**config.mk**
```make
export PLATFORM = sky130hd
export DESIGN_NAME = dffrnq_sdpipe
export DESIGN_NICKNAME = d
export VERILOG_FILES = /design/src/rtl/dffrnq_sdpipe_pkg.sv /design/src/rtl/dffrnq_sdpipe_stage.sv /design/src/rtl/dffrnq_sdpipe.sv
export SDC_FILE = /design/constraint.sdc
export NUM_CORES = 1
export LEC_CHECK = 0
export ABC_AREA = 1
export CAP_MARGIN = 20
export CORE_ASPECT_RATIO = 0.75
export CORE_UTILIZATION = 35
export CTS_CLUSTER_DIAMETER = 30
export DETAILED_ROUTE_END_ITERATION = 8
export HOLD_SLACK_MARGIN = 0.02
export MAX_ROUTING_LAYER = met4
export SLEW_MARGIN = 30
export SYNTH_ARGS = -nofsm -noshare
export SYNTH_HDL_FRONTEND = slang
export SYNTH_SLANG_ARGS = --single-unit
```
**constraint.sdc**
```tcl
create_clock -name CLK -period 1.4 [get_ports CLK]
set_input_delay 0.42 -clock CLK [delete_from_list [all_inputs] [get_ports CLK]]
set_output_delay 0.42 -clock CLK [all_outputs]
set_load 0.1 [all_outputs]
```
**src/rtl/dffrnq_sdpipe_pkg.sv**
```systemverilog
// Shared definitions for the dffrnq_sdpipe retiming register bank:
// scan-chain geometry helpers and the per-edge operating mode.
package dffrnq_sdpipe_pkg;

    typedef enum logic [1:0] {
        MODE_HOLD    = 2'd0,
        MODE_CAPTURE = 2'd1,
        MODE_SHIFT   = 2'd2
    } stage_mode_e;

    function automatic int chain_len(input int width, input int depth);
        return depth * (width + 1);
    endfunction

    function automatic int cnt_w(input int depth);
        return $clog2(depth + 1);
    endfunction

    // Scan enable outranks the functional clock enable.
    function automatic stage_mode_e decode_mode(input logic se, input logic e);
        if (se)
            return MODE_SHIFT;
        else if (e)
            return MODE_CAPTURE;
        return MODE_HOLD;
    endfunction

endpackage

```
**src/rtl/dffrnq_sdpipe_stage.sv**
```systemverilog
// One pipeline stage: WIDTH data flops plus a valid flop, with a shared
// hold / capture / scan-shift mux and asynchronous active-low clear.
module dffrnq_sdpipe_stage
    import dffrnq_sdpipe_pkg::*;
#(
    parameter int               WIDTH     = 8,
    parameter logic [WIDTH-1:0] RESET_VAL = '0
) (
    input  logic             CLK,
    input  logic             RN,
    input  stage_mode_e      mode,
    input  logic [WIDTH-1:0] cap_data,
    input  logic             cap_valid,
    input  logic             scan_in,
    output logic [WIDTH-1:0] data,
    output logic             valid,
    output logic             scan_out
);

    // Scan order inside a stage is data bit0 .. bit WIDTH-1, then valid,
    // so {valid, data} shifts left by one with scan_in entering at bit 0.
    logic [WIDTH:0] chain;

    // NOTE: flops are written with <= so every stage samples the value its
    // neighbour held before the edge; = here would collapse the pipeline.
    always_ff @(posedge CLK or negedge RN) begin
        if (!RN) begin
            chain <= {1'b0, RESET_VAL};
        end else begin
            case (mode)
                MODE_SHIFT:   chain <= {chain[WIDTH-1:0], scan_in};
                MODE_CAPTURE: chain <= {cap_valid, cap_data};
                default:      chain <= chain;
            endcase
        end
    end

    assign data     = chain[WIDTH-1:0];
    assign valid    = chain[WIDTH];
    assign scan_out = chain[WIDTH];

endmodule

```
**src/rtl/dffrnq_sdpipe.sv**
```systemverilog
// Parametrised multi-bit D-flop pipeline with per-stage valid tracking,
// optional bubble gating and a full mux-scan chain through every flop.
module dffrnq_sdpipe
    import dffrnq_sdpipe_pkg::*;
#(
    parameter int               WIDTH        = 8,
    parameter int               DEPTH        = 3,
    parameter logic [WIDTH-1:0] RESET_VAL    = '0,
    parameter bit               GATE_INVALID = 1'b0
) (
    input  logic                      CLK,
    input  logic                      RN,
    input  logic [WIDTH-1:0]          D,
    input  logic                      DV,
    input  logic                      E,
    input  logic                      SE,
    input  logic                      SI,
    output logic [WIDTH-1:0]          Q,
    output logic                      QV,
    output logic                      SO,
    output logic [cnt_w(DEPTH)-1:0]   CNT
);

    localparam int CNT_W = cnt_w(DEPTH);

    typedef struct packed {
        logic [WIDTH-1:0] data;
        logic             valid;
    } stage_t;

    stage_mode_e      mode;
    stage_t           cap    [DEPTH];
    logic             scan_i [DEPTH];
    logic             scan_o [DEPTH];
    logic [WIDTH-1:0] st_data [DEPTH];
    logic [DEPTH-1:0] st_valid;

    assign mode = decode_mode(SE, E);

    // Bubbles can be squashed to RESET_VAL so downstream logic never sees
    // stale data behind a cleared valid bit.
    assign cap[0].data  = (GATE_INVALID && !DV) ? RESET_VAL : D;
    assign cap[0].valid = DV;
    assign scan_i[0]    = SI;

    for (genvar k = 0; k < DEPTH; k++) begin : g_stage
        if (k > 0) begin : g_link
            assign cap[k].data  = st_data[k-1];
            assign cap[k].valid = st_valid[k-1];
            assign scan_i[k]    = scan_o[k-1];
        end

        dffrnq_sdpipe_stage #(
            .WIDTH     (WIDTH),
            .RESET_VAL (RESET_VAL)
        ) u_stage (
            .CLK       (CLK),
            .RN        (RN),
            .mode      (mode),
            .cap_data  (cap[k].data),
            .cap_valid (cap[k].valid),
            .scan_in   (scan_i[k]),
            .data      (st_data[k]),
            .valid     (st_valid[k]),
            .scan_out  (scan_o[k])
        );
    end

    // NOTE: the accumulator gets a value before the loop, so no path leaves
    // it unassigned and no latch is inferred.
    always_comb begin
        CNT = '0;
        for (int k = 0; k < DEPTH; k++)
            CNT = CNT + CNT_W'(st_valid[k]);
    end

    assign Q  = st_data[DEPTH-1];
    assign QV = st_valid[DEPTH-1];
    assign SO = scan_o[DEPTH-1];

endmodule

```
==> impl_metrics.ini, run 1 <==
[yosys]
synth_edf_count = 0
postSynthAreaPerCell_um2 = 8.57
syn-instance-count = 149
synth_ff_type = dfrtp_1
ys_types = 9
syn-cell-area_um2 = 1280
synth_top_area_share_pct = 52.9
synth_top_cell_by_area = dfrtp_1
ys_warn_count = 0
netlist_top_cells_count = nand2_1 (54), nand3_1 (54), dfrtp_1 (27)
ys_ff_latch = 27
synthArstFlopShare_pct = 100
ys_seq_area_share_pct = 52.9
netlist_top_cells_area = dfrtp_1 (53%), nand3_1 (21%), nand2_1 (16%)
syn_nets = 164

[worst_setup_path]
cp-end-kind = primary output
critPathMaxFanout = 2
crit_type = reg2out
slowest_stage = fa_2
reg2reg_to = g_stage[2].u_stage.chain[8]
start_kind = register
path_delay_family = adder cells
timing.rr.start = g_stage[2].u_stage.chain[8]
worstPathRequired_ns = 0.98
reg2reg_slack_ns = 0.12
cp_num_buf_inv = 1
critical_path_arrival_ns = 1.51
cp_cell_sequence = fa_2, buf_12
crit_cells = 2
crit_path_end = CNT[0]
slowest_delay_ns = 0.57
startpoint = g_stage[2].u_stage.chain[8]
reg2reg_depth = 7

[power]
irDropWorstVdd_uv = 598
leakage_nw = 0.843
p_per_area_nw_per_um2 = 1480
fin_total_pwr_mw = 2.66

[global_route]
grt_pass1_vias = 1077
grt_pass1_wl_um = 5000
grt_max_degree = 28
grt_remaining_overflow = 0
track_usage_pct = 17.6
antenna_found_initial = 0

[layout]
regMostFlops = g_stage.u_stage.chain
nets = 198
final_cells = 222
antenna_cells = 0
area_growth_pct = 40.7
top_regs = g_stage.u_stage.chain (27)
largest_reg_flops = 27
drive_above_1_share_pct = 19.2

[die]
die_h_um = 54.3
design.core.area_um2 = 3380
die_w_um = 71.7
ios = 26
die_area_um2 = 3890
start_util_pct = 37.8
row_count = 18

[timing]
drv_slew = 0
hold_viol = 0
layout_setup_ws_ns = -0.530
setup_violations = 4
tightest_slew_ns = 0.375
fin_skew_ns = 0.00218
rsz0062_at_grt = yes
fmax_ghz = 0.518
worst_slew_margin_rel_pct = 75.0
final.min_clock_period_ns = 1.93
period_share_pct = 138

[routing]
antenna_left = 0
vias = 1128
via_per_inst = 5.08
drc = 0
wirelength_um = 2900
wire_per_inst_um = 13.1
initialDrtViolationCount = 82
dr.pass1.iters = 4

[clocking]
cts_made_buffers = 3
cts_num_sinks = 27
clk_latency_ns = 0.27
clk_pin_slew_ns = 0.09
root_buffer = clkbuf_8
tritoncts = yes
htree_levels = 1
cts_buffer_depth = 2

[outcome]
violations = negative setup slack
status = finished, violations left

[placed_design]
io_buffers = 25
numPlacedInstances = 214
place.gp.congestion = 0.737
place.detailed.hpwl_um = 2020

[run]
cap_violations = 0

[worst_hold_path]
hp-class = in2async
[worst min-delay path by stage]
stage	depth (start not counted)	slack, ns	start	endpoint
after floorplan	0	0.12	RN	g_stage[0].u_stage.chain[0]
after global placement	2	0.50	g_stage[0].u_stage.chain[0]	g_stage[0].u_stage.chain[0]
after detailed placement	2	0.50	g_stage[1].u_stage.chain[7]	g_stage[1].u_stage.chain[7]
after CTS	1	0.37	RN	g_stage[1].u_stage.chain[8]
after global routing	1	0.36	RN	g_stage[1].u_stage.chain[8]
final	1	0.37	RN	g_stage[2].u_stage.chain[8]
[metal layers]
metal,wire (um),global-route usage (%),part of all wire (%),up-vias
met1,1400,22.1,48,540
met3,131,4.60,4.5,3
met2,1350,29.4,47,24
li1,-,-,-,561
met4,19,3.92,0.66,0
met5,0,-,0,-
[timing repair]
| item | CTS | global route |
|---|---|---|
| buffers inserted | 3 | 1 |
| pin swaps | 0 | 0 |
| hold buffers | 0 | 0 |
| endpoints found under the setup margin | 4 | 24 |
| gates resized for setup | 3 | 3 |
[cell usage in the layout (no fill, tap or decap)]
cell,netlist,layout
nand3_1,54,54
buf_12,0,12
nand2_1,54,54
clkbuf_8,0,3
buf_6,3,4
nor2_8,1,1
clkdlybuf4s50_1,0,13
dfrtp_4,0,1
clkinv_2,0,1
fa_2,0,1
buf_4,4,11
dfrtp_1,27,26
inv_4,0,1
[per-stage QoR]
step / cell area [um2] / hold slack, ns / util (%) / setup TNS (ns) / setup WS, ns
floorplan: 1280 / 0.124 / - / -0.808 / -0.555
global placement: 1700 / 0.495 / 50.4 / -5.36 / -0.226
detailed placement: 1700 / 0.500 / 50.4 / -6.66 / -0.261
CTS: 1780 / 0.372 / 52.7 / -1.67 / -0.518
global route: 1800 / 0.363 / 53.1 / -2.05 / -0.578
finish: 1800 / 0.374 / 53.1 / -1.88 / -0.530
[final cells by class]
cell class | count | area [um2]
multi-input combinational | 110 | 515
fill | 311 | 1580
sequential | 27 | 679
timing repair buffer | 40 | 498
tap | 40 | 50.0
clock buffer | 3 | 41.3
inverter | 1 | 6.26
clock inverter | 1 | 5.00
[report_power, final]
group | total [mW] | switching [mW] | leakage, nW | internal (mW)
clock network | 0.445 | 0.245 | 0.0255 | 0.200
registers | 1.02 | 0.122 | 0.344 | 0.901
logic | 1.19 | 0.737 | 0.474 | 0.456
total | 2.66 | 1.10 | 0.843 | 1.56
[cells by family after synthesis]
group                      Yosys count  share of synthesized area, %
DFF                                 27                          52.9
buffers and inverters               12                          6.86
adders and majority gates            1                          1.57
and+or+nand+nor                    109                          38.6
Note: power is estimated with default switching activity, not from simulation.
==> inputs of run 2 (changes only) <==
--- a/config.mk
+++ b/config.mk
@@ -8,6 +8,7 @@
 export ABC_AREA = 1
 export CAP_MARGIN = 20
 export CORE_ASPECT_RATIO = 0.75
+export CORE_MARGIN = 3
 export CORE_UTILIZATION = 35
 export CTS_CLUSTER_DIAMETER = 30
 export DETAILED_ROUTE_END_ITERATION = 8
==> impl_metrics.ini, run 2 (same netlist as run 1, synthesis figures left out) <==
[timing]
fin_skew_ns = 0.000773
finalSetupTns_ns = -1.23
period_share_pct = 137
final.min_clock_period_ns = 1.91
hold_viol = 0
rsz0062_at_grt = yes
setup_violations = 4
layout_setup_ws_ns = -0.513
tightest_slew_ns = 0.415
fmax_ghz = 0.523
drv_slew = 0
worst_slew_margin_rel_pct = 72.3

[layout]
antenna_cells = 0
regMostFlops = g_stage.u_stage.chain
top_regs = g_stage.u_stage.chain (27)
largest_reg_flops = 27
area_growth_pct = 41.9
drive_above_1_share_pct = 19.2
final_cell_mix = nand2_1 (54), nand3_1 (54), dfrtp_1 (26), clkdlybuf4s50_1 (13), buf_12 (13)
final_core_util_pct = 53.2
nets = 198
final_cell_area_um2 = 1810

[worst_setup_path]
cp-end-kind = primary output
crit_type = reg2out
startpoint = g_stage[2].u_stage.chain[8]
critical_path_arrival_ns = 1.49
worstPathRequired_ns = 0.98
start_kind = register
critPathMaxFanout = 2
timing.rr.start = g_stage[2].u_stage.chain[8]

[clocking]
cts_made_buffers = 3
cts_buffer_depth = 2
cts_num_sinks = 27
cts_hold_buf = 0
htree_levels = 1
clk_pin_slew_ns = 0.09
root_buffer = clkbuf_8
tritoncts = yes
clk_latency_ns = 0.27

[run]
cap_violations = 0

[routing]
antenna_left = 0
dr.pass1.iters = 4
vias = 1116
drc = 0
initialDrtViolationCount = 99
wirelength_um = 2670
via_per_inst = 4.81
wire_per_inst_um = 11.5

[power]
p_per_area_nw_per_um2 = 1450
irDropWorstVdd_uv = 779
leakage_nw = 0.842

[global_route]
grt_remaining_overflow = 0
grt_max_degree = 28
antenna_found_initial = 0
grt_pass1_vias = 1092
track_usage_pct = 14.2
grt_pass1_wl_um = 4820

[die]
die_area_um2 = 4410
die_h_um = 58.3
ios = 26
design.core.area_um2 = 3400
start_util_pct = 37.5
row_count = 18
die_w_um = 75.7

[placed_design]
io_buffers = 25
place_area_um2 = 1740
place.gp.congestion = 0.791
place.detailed.hpwl_um = 1890

[worst_hold_path]
hp-class = in2async

[outcome]
violations = negative setup slack
status = finished, violations left
==> run 2: cell types whose count changed in the layout (fill, tap and decap cells not counted) <==
cell    before  now
buf_6        4    1
inv_2        0    1
buf_4       11   12
inv_4        1    0
nor2_4       0    1
buf_12      12   13
==> run 2: report_power, final <==
group	switching (mW)	leakage (nW)	internal [mW]
clock	0.248	0.0255	0.200
combinational	0.720	0.472	0.435
sequential	0.119	0.344	0.901
total	1.09	0.842	1.54
==> run 2: final timing paths <==
path | to | slack (ns) | cells after the start
max | CNT[0] | -0.51 | 2
max reg2reg | g_stage[2].u_stage.chain[8] | 0.44 | 4
min in group CLK | g_stage[1].u_stage.chain[3] | 0.52 | 2
max in group asynchronous | g_stage[2].u_stage.chain[8] | 0.75 | 2
min reg2reg | g_stage[1].u_stage.chain[3] | 0.52 | 2
min | g_stage[2].u_stage.chain[7] | 0.49 | 2
==> run 2: cell type report <==
type | count | area [um2]
multi-input cells | 111 | 527
clock buffers | 3 | 41.3
clock inverters | 1 | 5.00
inverters | 1 | 3.75
repair buffers | 39 | 492
flip-flops and latches | 27 | 679
well taps | 50 | 62.6
fillers | 318 | 1590
==> run 2: per-stage QoR <==
stage	power (mW)	hold slack [ns]	setup slack, ns	std cells
finish	2.62	0.487	-0.513	232
global route	2.75	0.492	-0.548	232
CTS	2.63	0.493	-0.529	230
detailed placement	2.18	0.499	-0.223	226
global placement	2.17	0.492	-0.207	226
floorplan	1.74	0.124	-0.555	149
==> run 2: routing by layer <==
layer	GRT usage (%)	wire [um]	vias up
li1	-	-	562
met2	21.8	1220	26
met4	1.50	11	0
met1	19.6	1320	526
met5	-	0	-
met3	4.10	118	2
==> run 2: worst max-delay path, stage by stage, from the launching register on <==
cell,delay (ns)
dfrtp_4,0.49
fa_2,0.56
buf_12,0.17
==> run 2: timing repair <==
action	in CTS	in global routing
gates resized for setup	0	1
gates cloned	0	1
endpoints found under the hold margin	0	0
pin swaps	0	1
setup buffers	0	1
setup endpoints to repair	4	10
